### src/rtl/seg7_scan.sv
// seg7_scan: time-multiplexed driver for a 4-digit common-anode 7-segment
// display showing MM:SS, with per-digit blink, leading-zero blanking and
// a blinking colon on the slot-2 decimal point.
//
// Ports:
//   clk, rst        clock, synchronous active-high reset
//   d0..d3          BCD digits (d0 = seconds units ... d3 = minutes tens)
//   blank_lz        blank slot 3 when the latched d3 is zero
//   tick            one-cycle 1 Hz pulse, toggles the blink phase
//   blink_mask      bit k set makes slot k blink with the phase
//   seg_n           {g,f,e,d,c,b,a}, active-low
//   dp_n            decimal point / colon, active-low
//   an_n            one-hot active-low anode enables, bit k = slot k
//   frame           one-cycle pulse when the digit snapshot loads
//
// Parameters:
//   SCAN_DIV        clk cycles per digit slot (4..65535)
//   GUARD           anode-off cycles at the start of each slot
//                   (1..SCAN_DIV-2), hides ghosting while segments settle
module seg7_scan #(
    parameter int SCAN_DIV = 5000,
    parameter int GUARD    = 16
) (
    input  logic       clk,
    input  logic       rst,
    input  logic [3:0] d0,
    input  logic [3:0] d1,
    input  logic [3:0] d2,
    input  logic [3:0] d3,
    input  logic       blank_lz,
    input  logic       tick,
    input  logic [3:0] blink_mask,
    output logic [6:0] seg_n,
    output logic       dp_n,
    output logic [3:0] an_n,
    output logic       frame
);

    localparam logic [15:0] PC_LAST  = 16'(SCAN_DIV - 1);
    localparam logic [15:0] PC_GUARD = 16'(GUARD);

    localparam logic [6:0] SEG_OFF  = 7'h7F;
    localparam logic [6:0] SEG_DASH = 7'h3F;

    // ------------------------------------------------------------------
    // Scan state
    // ------------------------------------------------------------------
    logic [15:0] pcnt;
    logic [1:0]  slot;
    logic        phase;
    logic [3:0]  s0, s1, s2, s3;

    logic pwrap;
    logic fwrap;

    assign pwrap = (pcnt == PC_LAST);
    assign fwrap = pwrap && (slot == 2'd3);

    always_ff @(posedge clk) begin
        if (rst) begin
            pcnt  <= '0;
            slot  <= '0;
            phase <= 1'b0;
            s0    <= '0;
            s1    <= '0;
            s2    <= '0;
            s3    <= '0;
        end else begin
            if (pwrap) begin
                pcnt <= '0;
                slot <= slot + 2'd1;
            end else begin
                pcnt <= pcnt + 16'd1;
            end
            // Snapshot only at the frame boundary so a digit change
            // never shows up half-way through a frame.
            if (fwrap) begin
                s0 <= d0;
                s1 <= d1;
                s2 <= d2;
                s3 <= d3;
            end
            phase <= phase ^ tick;
        end
    end

    // ------------------------------------------------------------------
    // Segment decode
    // ------------------------------------------------------------------
    function automatic logic [6:0] bcd_seg(input logic [3:0] v);
        logic [6:0] r;
        case (v)
            4'd0:    r = 7'h40;
            4'd1:    r = 7'h79;
            4'd2:    r = 7'h24;
            4'd3:    r = 7'h30;
            4'd4:    r = 7'h19;
            4'd5:    r = 7'h12;
            4'd6:    r = 7'h02;
            4'd7:    r = 7'h78;
            4'd8:    r = 7'h00;
            4'd9:    r = 7'h10;
            default: r = SEG_DASH;
        endcase
        return r;
    endfunction

    // ------------------------------------------------------------------
    // Next-output logic, computed from the current state and
    // registered below (one cycle of latency to the pins).
    // ------------------------------------------------------------------
    logic [3:0] cur;
    logic       guard;
    logic       blink;
    logic       lz;
    logic [3:0] an_nxt;
    logic [6:0] seg_nxt;
    logic       dp_nxt;

    always_comb begin
        cur = s0;
        unique case (slot)
            2'd0: cur = s0;
            2'd1: cur = s1;
            2'd2: cur = s2;
            2'd3: cur = s3;
        endcase
    end

    assign guard = (pcnt < PC_GUARD);
    assign blink = blink_mask[slot] && phase;
    assign lz    = blank_lz && (slot == 2'd3) && (s3 == 4'd0);

    always_comb begin
        an_nxt  = 4'hF;
        seg_nxt = SEG_OFF;
        dp_nxt  = 1'b1;
        if (!guard) begin
            an_nxt = ~(4'b0001 << slot);
            dp_nxt = !((slot == 2'd2) && !phase);
            if (blink || lz) begin
                seg_nxt = SEG_OFF;
            end else begin
                seg_nxt = bcd_seg(cur);
            end
        end
    end

    always_ff @(posedge clk) begin
        if (rst) begin
            an_n  <= 4'hF;
            seg_n <= SEG_OFF;
            dp_n  <= 1'b1;
            frame <= 1'b0;
        end else begin
            an_n  <= an_nxt;
            seg_n <= seg_nxt;
            dp_n  <= dp_nxt;
            frame <= fwrap;
        end
    end

endmodule

### config.mk
export PLATFORM = sky130hd
export DESIGN_NAME = seg7_scan
export DESIGN_NICKNAME = d
export VERILOG_FILES = /design/src/rtl/seg7_scan.sv
export SDC_FILE = /design/constraint.sdc
export NUM_CORES = 1
export LEC_CHECK = 0
export BUFFER_PORTS_ARGS = -buffer_cell sky130_fd_sc_hd__buf_2
export CORE_MARGIN = 1.5
export CORE_UTILIZATION = 25
export CTS_CLUSTER_SIZE = 10
export DETAILED_ROUTE_END_ITERATION = 16
export PLACE_DENSITY_LB_ADDON = 0.1
export SETUP_SLACK_MARGIN = 0.5
export SYNTH_ARGS = -nofsm -noshare
export SYNTH_HDL_FRONTEND = slang
export SYNTH_SLANG_ARGS = --single-unit
### constraint.sdc
create_clock -name clk -period 2.2 [get_ports clk]
set_input_delay 0.11 -clock clk [delete_from_list [all_inputs] [get_ports clk]]
set_output_delay 0.11 -clock clk [all_outputs]
set_load 0.05 [all_outputs]
Word-level counts from Yosys, hierarchy flattened:

Memory sizes are Yosys's and may differ from the RTL's. A register that Yosys moved wholly into a read port is not among the register bits.
Cells that the tools add are included.

* equality and inequality tests: 4
* reduce and logical (&&, ||, !) cells: 13
* magnitude comparators: 2
* bitwise operators: 2
* $add $sub $neg: 2
* shift operators: 1
* muxes and demuxes: 3

Operators with widths (number)
* 16-bit by 1-bit adder with 16-bit output, second input constant: 1
* 16-bit by 13-bit == test with 1-bit output, second input constant: 1
* 16-bit by 5-bit < comparator with 1-bit output, second input constant: 1
* 4-bit case mux with 4 select lines: 1
* 1-bit logical AND: 5
* 2-bit == test, second input constant: 2
* 4-bit zero test: 1
* 4-bit inverter: 1
* 2-bit OR reduction: 2
* 1-bit by 2-bit left shift with 4-bit output, first input constant: 1
* 2-bit by 3-bit < comparator with 1-bit output, second input constant: 1
* 3-bit OR reduction: 1
* 2-bit by 1-bit adder with 2-bit output, second input constant: 1
* 1-bit binary-select mux with 2-bit select: 1
* 2-bit by 1-bit == test with 1-bit output, second input constant: 1
* 1-bit zero test: 2
* 2-bit zero test: 1
* 1-bit logical OR: 1
* 1-bit two-way mux: 1
* 1-bit bitwise XOR: 1

* memories: 1
* input bits: 24
* memory bits (read-only): 112
* register bits: 41
* word-level logic and storage cells: 38

Memories
* (no name shown): depth 16, width 7, read ports 1, clocked after Yosys merged registers in 1, write ports 0, line 92 `case (v)`

Longest topological paths before layout:

Gate-level depths: netlist (run 1).

* depth after elaboration: 5
* mapped depth: 9

Worst setup path after synthesis (run 1):

OpenSTA, ideal clock, no wires.

* path type: flip-flop to flip-flop
* from: register slot[0]
* to: register seg_n[0]
* period minus slack after synthesis: 2.045 ns
* data arrival time: 1.979 ns
* setup time: 0.066 ns
* data required time: 2.134 ns
* path slack: 0.155 ns
* cell stages (with the launch flop): 8
* path through: dfxtp_1 > inv_1 > ha_1 > clkbuf_1 > nor2b_1 > a21oi_1 > or4b_2 > nand4_1

* cells in the longest elaborated chain, start to end: 5

Ends and longest elaborated chain
* start: declaration: line 49 `logic [1:0] slot;`
* start signal: assignment: line 71 `slot <= slot + 2'd1;`
* 1-bit binary-select mux with 2-bit select / 2-bit == test (equally long branches): line 131, 122, 132
* 1-bit two-way mux (not written as such) / 1-bit logical AND (equally long branches): line 131, 132
* 1-bit logical AND, on equally long branches: line 131, 132
* 1-bit logical OR: line 141 `if (blink || lz) begin`
* 3-bit OR reduction (no line)
* end: declaration: line 33 `output logic [6:0] seg_n,`

Several ways; a longest one is shown, not always the timed one. The select of a mux whose other input is x is not followed.
A chain may end at the register's enable or synchronous reset.

Final worst setup path (run 1):

* from: register pcnt[6]
* to: register s1[3]

* cells in the longest elaborated chain, start to end: 2

Ends and longest elaborated chain
* start: declaration: line 48 `logic [15:0] pcnt;`
* start signal: assignment: line 73 `pcnt <= pcnt + 16'd1;`
* 16-bit by 13-bit == test with 1-bit output: line 56 `assign pwrap = (pcnt == PC_LAST);`
* 1-bit logical AND: line 57 `assign fwrap = pwrap && (slot == 2'd3);`
* end signal: assignment: line 65 `s1 <= '0;`
* end signal: assignment: line 79 `s1 <= d1;`
* end: declaration: line 51 `logic [3:0] s0, s1, s2, s3;`

No other way between the ends.

==> results of run 1 <==
==> per-layer routing <==
metal	part of all wire (%)	vias to the layer above	routed length, µm
met3	3.5	6	198
met4	1.1	0	65
met5	0	-	0
met2	46	28	2662
met1	49	857	2800
li1	-	962	-
==> worst max path at each step <==
stage                       start                 end  cells past startpoint
6_report       pcnt[6]$_SDFF_PP0_  s1[3]$_SDFFE_PP0P_                      4
5_1_grt        pcnt[6]$_SDFF_PP0_  s2[0]$_SDFFE_PP0P_                      4
4_1_cts        pcnt[4]$_SDFF_PP0_  s1[0]$_SDFFE_PP0P_                      4
3_5_place_dp   pcnt[4]$_SDFF_PP0_  s0[3]$_SDFFE_PP0P_                      4
3_3_place_gp   pcnt[4]$_SDFF_PP0_  s3[1]$_SDFFE_PP0P_                      4
2_1_floorplan  pcnt[4]$_SDFF_PP0_  pcnt[4]$_SDFF_PP0_                      6
==> state kept, by name (all words and copies together), names as in the netlist <==
| name | cells |
|---|---|
| s3 | 4 |
| s2 | 4 |
| slot | 2 |
| s0 | 4 |
| pcnt | 16 |
| seg_n | 7 |
| frame | 1 |
| an_n | 4 |
| dp_n | 1 |
| phase | 1 |
| s1 | 4 |
==> through the flow <==
stage                     utilization [%]  hold WS, ns
after floorplan                         -       0.1868
after global placement              29.25       0.3523
after detailed placement            29.25       0.3671
after CTS                           31.64      0.04199
after global routing                32.14      0.03740
final                               32.14      0.05147
==> power groups by stage <==
| stage | registers [µW] | logic [µW] | clock network (µW) |
|---|---|---|---|
| global route | 881 | 60.0 | 585 |
| CTS | 880 | 52.4 | 561 |
| finish | 879 | 54.3 | 528 |
| detailed placement | 901 | 50.6 | 0 |
| floorplan | 899 | 27.7 | 0 |
| global placement | 901 | 51.6 | 0 |
==> what timing repair did <==
item                       4_1_cts  5_1_grt
cloned                           2        1
setup endpoints to repair       41       41
setup buffers                    6        0
pin swaps                        9        7
gates resized for setup         21        9
==> final cells by class <==
cell class,instances,area [µm²],area share [%]
Clock buffer,7,76.32,2.750
Clock inverter,1,5.005,0.1803
Inverter,10,37.54,1.353
Multi-Input combinational cell,174,1266,45.63
Sequential cell,48,973.4,35.08
Tap cell,108,135.1,4.869
Timing Repair Buffer,49,281.5,10.14
==> cells by family after synthesis <==
| logic type | after synthesis | share of synthesized area, % |
|---|---|---|
| simple gates | 87 | 23.62 |
| compound gates | 60 | 15.37 |
| flops | 48 | 43.71 |
| buf+inv | 24 | 5.578 |
| xor+xnor | 14 | 5.578 |
| mux | 1 | 1.024 |
| fa+ha+maj | 9 | 5.122 |
==> critical path, stage by stage, from the launching register on <==
cell and delay, ns:
dfxtp_2 0.33, or4_4 0.59, or4_4 0.65, o21ai_1 0.16, a21oi_1 0.08
==> cell usage in the layout (no fill, tap or decap), types with 3 or more instances in the layout <==
master	count
a21oi_1	21
a21oi_2	5
a22oi_1	3
buf_2	36
buf_4	12
clkbuf_8	5
dfxtp_1	42
dfxtp_2	4
ha_1	3
ha_2	3
ha_4	3
inv_1	9
nand2_1	10
nand3_1	22
nand4_1	7
nor2_1	9
nor2_2	10
nor3_1	5
o21ai_0	5
o21ai_1	12
o21ai_2	3
or4_1	3
or4_4	6
xnor2_1	11
xor2_1	3
==> impl_results.md, run 1 <==
- Die ar.: 9365 µm²
- H-tree levels: 2
- Hold_buf cts: 0
- Hold Path End: s0[1]$_SDFFE_PP0P_
- Setup ws final: 0.2716 ns
- Yosys reg bits: 48
- TritonCTS Sinks: 48
- Ys flop type: dfxtp_1
- Max Buffers Root-to-Sink: 2
- Crit path max fanout: 6
- WP data required: 2.38 ns
- Core Area: 8636 µm²
- Sw Ratio: 23.12%
- Most numerous cell in the Yosys netlist: dfxtp_1
- PD cells: 526.6 nW/µm²
- Initial Util: 25.46%
- Final nets: 321
- Largest net degree at the start of global routing: 23
- Met1 Use GR: 16.91%
- Synth Warn #: 0
- Starting DRT DRC Count: 72
- Post-Synthesis Cell Area: 2198 µm²
- Max cap viols: 0
- Syn Nets: 276
- Fillers: 941
- Detailed-route via count: 1853
- Number of enable flip-flop cells after synthesis: 0
- Insertion delay to the later sink of the worst-skew pair: 0.30 ns
- Proportion of layout cells with a drive suffix above 1: 35.99%
- Via-to-Cell Ratio: 4.668
- Endpoints failing setup: 0
- Syn Inst Count: 243
- Non-Filler Instances: 397
- Hold path start: d0[1]
- Leading area contributor after synthesis: dfxtp_1
- Port bufs: 36
- Worst rel slew slack: 59.37%
- Mean area per synthesized cell: 9.047 µm²
- Final Power: 1461 µW
- Min-Delay Path Class: input pin to flop
- Internal power: 1124 µW
- Place WS: 0.1687 ns
- Cell Rows: 34
- Met2 Track Usage GR: 20.82%
- Setup TNS: 0 ns
- Top-Level Pins: 37
- Reg power frac: 60.2%
- Synth top cells by count: 48 x dfxtp_1, 27 x a21oi_1, 23 x nand3_1
- Die Y: 96.78 µm
- Clock Tree Root: clkbuf_8
- Worst VDD drop: 0.2660 mV
- Distinct cells, synth: 38
- Post-route cell area: 2775 µm²
- Min Tclk post-route: 1.928 ns
- Seq/Total Area, Yosys: 43.71%
- Max Clk Rate: 518.6 MHz
- Worst reg2reg startpoint: pcnt[6]$_SDFF_PP0_
- Post-DP HPWL: 3781 µm
- Placer Congestion: 0.7444
- TritonRoute pass-1 iters: 4
- Final Hold Viols: 0
- Hold depth: 3
- CP endpoint kind: flop
- Fin crit share: 87.66%
- FFs w/ async S/R, synth: 0%
- Worst Setup Path Type: flop to flop
- Die width: 96.78 µm
- RSZ-0062 raised after global routing: true
- Max-slew violation count: 0
- Gate power share: 3.7%
- Worst slew pin tran: 0.6089 ns
- Total CTS buffers: 5
- WL/cell: 14.43 µm
- Antenna Diode Count: 0
- Reg clk slew, reported paths: 0.09 ns
- Critical Path Start Type: flop
- Clock share of power: 36.1%
- Gr busiest metal: met2
- Synth-to-Final Area Change: 26.24%
- Placed Area: 2526 µm²
- Global-route met3 utilization: 3.035%
- Status: completed
- CTS tree: yes
- R2r worst-path depth: 4
- Synth top area cells: dfxtp_1 44%, a21oi_1 6.1%, nand3_1 5.2%, ha_1 5.1%, xnor2_1 4.4%
- Crit path arrival time: 2.11 ns
- R2R Setup Slk: 0.27 ns
- Remaining DRCs: 0
- Placed Cells: 380
- Vias in the first global route: 1907
- Synth top area share: 43.71%
- ANT nets after route: 0
- Final WL: 5727 µm
- Antenna violations before repair: 0
- GRT overflow: 0
- Worst r2r dst: s1[3]$_SDFFE_PP0P_
- First-pass GRT wire length: 9708 µm
- Gr usage total: 12.87%
- Leak pwr: 0.0008976 µW
- Switching power: 337.9 µW
- Setup Skew: 0.009509 ns
Power figures use the tool's default switching activity.
==> inputs of run 2 (changes only) <==
CTS_CLUSTER_SIZE = unset   (was 10)
SETUP_SLACK_MARGIN = 0.3   (was 0.5)
clock period = 1.8 ns   (was 2.2 ns; I/O delays follow)
==> impl_results.md, run 2 (synthesized netlist as in run 1, its figures left out) <==
- Status: finished, violations left
- Violated checks: negative setup slack
- Min-Delay Path Class: input pin to flop
- Vias in the first global route: 1980 (+3.8%)
- Wl on met1: 2772 µm (-1.0%)
- Synth-to-Final Area Change: 45.99%
- Initial Util: 25.46% (unchanged)
- TritonRoute pass-1 iters: 3 (-1)
- Final nets: 355 (+11%)
- RSZ-0062 raised after global routing: true
- Max cap viols: 0 (unchanged)
- Metal3 WL: 184 µm (-7.1%)
- Setup ws final: -0.08982 ns (-0.3614 ns)
- ANT nets after route: 0 (unchanged)
- Endpoints failing setup: 33 (+33)
- Slowest cell on crit path: or4_4
- WL/cell: 14.20 µm (-1.5%)
- Die width: 96.78 µm (unchanged)
- Fin crit share: 105.0% (+17 points)
- Setup Skew: 0.01296 ns (+0.003449 ns)
- Min Tclk post-route: 1.890 ns (-0.03859 ns)
- Final Util: 37.16% (+5.0 points)
- GRT overflow: 0 (unchanged)
- Max incr delay on CP: 0.65 ns (about the same)
- Commonest non-fill, non-tap cells in the layout: 45 x dfxtp_1, 37 x buf_4, 36 x buf_2
- Max Buffers Root-to-Sink: 2 (unchanged)
- Most used cell, CP: or4_4
- First-pass GRT wire length: 9936 µm (+2.3%)
- Die ar.: 9365 µm² (unchanged)
- Crit-path cells: or4_4 -> or4_4 -> nand2_8 -> a21oi_1
- Port bufs: 36 (unchanged)
- H-tree levels: 2 (unchanged)
- Leak pwr: 0.001109 µW (+24%)
- Hold_buf cts: 0 (unchanged)
- CP endpoint kind: flop
- Final Power: 1827 µW (+25%)
- Detailed-route via count: 2020 (+9.0%)
- Largest Register: pcnt
- Max FFs per register: 16 (unchanged)
- CP delay by family, top: simple AND/OR/NAND/NOR gates
- Hold depth: 3 (unchanged)
- Total CTS buffers: 5 (unchanged)
- Crit path max fanout: 14 (+8)
- Max-slew violation count: 0 (unchanged)
- CTS tree: yes
- Final Hold Viols: 0 (unchanged)
- TritonCTS Sinks: 48 (unchanged)
- Cell Rows: 34 (unchanged)
- Insertion delay to the later sink of the worst-skew pair: 0.31 ns (about the same)
- Worst VDD drop: 0.2512 mV (-5.6%)
- Max Clk Rate: 529.2 MHz (+2.0%)
- Top sig layer: met4
- Core Area: 8636 µm² (unchanged)
- CP Buf/Inv Count: 0 (unchanged)
- Die Y: 96.78 µm (unchanged)
- Reg clk slew, reported paths: 0.10 ns (about the same)
- Remaining DRCs: 0 (unchanged)
- Clock Tree Root: clkbuf_8
- Worst slew pin tran: 0.3147 ns (-0.2941 ns)
- Top-Level Pins: 37 (unchanged)
- Antenna Diode Count: 0 (unchanged)
- Place WS: -0.1713 ns (-0.3400 ns)
- Antenna violations before repair: 0 (unchanged)
- Post-DP HPWL: 4116 µm (+8.9%)
- Via-to-Cell Ratio: 4.687 (+0.41%)
- WP data required: 1.99 ns (-0.39 ns)
- R2r worst-path depth: 4 (unchanged)
- Final WL: 6122 µm (+6.9%)
- Starting DRT DRC Count: 101 (+40%)
- Worst rel slew slack: 78.82% (+19 points)
- Critical path depth: 4 (unchanged)
- Biggest registers after layout: pcnt: 16 flops, seg_n: 7 flops
- Worst Setup Path Type: flop to flop
- Proportion of layout cells with a drive suffix above 1: 47.06% (+11 points)
- Most common cell after layout, fill and taps aside: dfxtp_1
- Gr usage total: 13.38% (+0.52 points)
- Largest net degree at the start of global routing: 22 (-4.3%)
- Crit path arrival time: 2.08 ns (-0.03 ns)
- Wire length on met2: 3039 µm (+14%)
- Fillers: 909 (-3.4%)
- PD cells: 569.3 nW/µm² (+8.1%)
- Placer Congestion: 0.7144 (-4.0%)
- Critical Path Start Type: flop
## run 2: power by group
part,leakage (µW),switching (µW),total (µW),internal [µW]
logic,0.000674,36.7,73.0,36.3
clock network,0.0000447,405,682,277
registers,0.000390,5.99,1070,1070
## run 2: metrics by stage
step	std cells	setup TNS (ns)	hold WS [ns]	instance area (µm²)
6_report	431	-1.715	0.01304	3209
5_1_grt	431	-3.495	0.01204	3209
4_1_cts	426	-1.773	0.008512	3085
3_5_place_dp	408	-4.054	0.3454	2850
3_3_place_gp	408	-3.276	0.3432	2850
2_1_floorplan	243	-2.436	0.1668	2365
## run 2: worst paths after layout
check,slack (ns),startpoint,endpoint
worst max-delay path,-0.09,pcnt[14]$_SDFF_PP0_,pcnt[15]$_SDFF_PP0_
worst min-delay path,0.01,d0[1],s0[1]$_SDFFE_PP0P_
worst max register to register,-0.09,pcnt[14]$_SDFF_PP0_,pcnt[15]$_SDFF_PP0_
worst min register to register,0.48,s0[3]$_SDFFE_PP0P_,s0[3]$_SDFFE_PP0P_
## run 2: cell type report
cell class                      instances  area, µm²  area share [%]
Sequential cell                        48      969.7           30.21
Timing Repair Buffer                   82      576.8           17.97
Clock buffer                            5      68.82           2.144
Clock inverter                          3      22.52          0.7018
Tap cell                              108      135.1           4.211
Inverter                               10      42.54           1.326
Multi-Input combinational cell        175       1394           43.43
## run 2: timing repair
action / CTS / global route
buffers inserted: 6 / 5
gates resized for setup: 21 / 20
pin swaps: 12 / 11
endpoints found under the setup margin: 46 / 46
gates cloned: 4 / 0
## run 2: tightest hold or removal path: stages
cell and delay (ns):
buf_2 0.10, nand3_1 0.05, a21oi_1 0.05
## run 2: per-layer routing
layer	track usage, %	vias up
met1	16.38	946
met5	0	-
met2	22.70	28
met3	3.107	11
met4	5.240	0
li1	-	1035
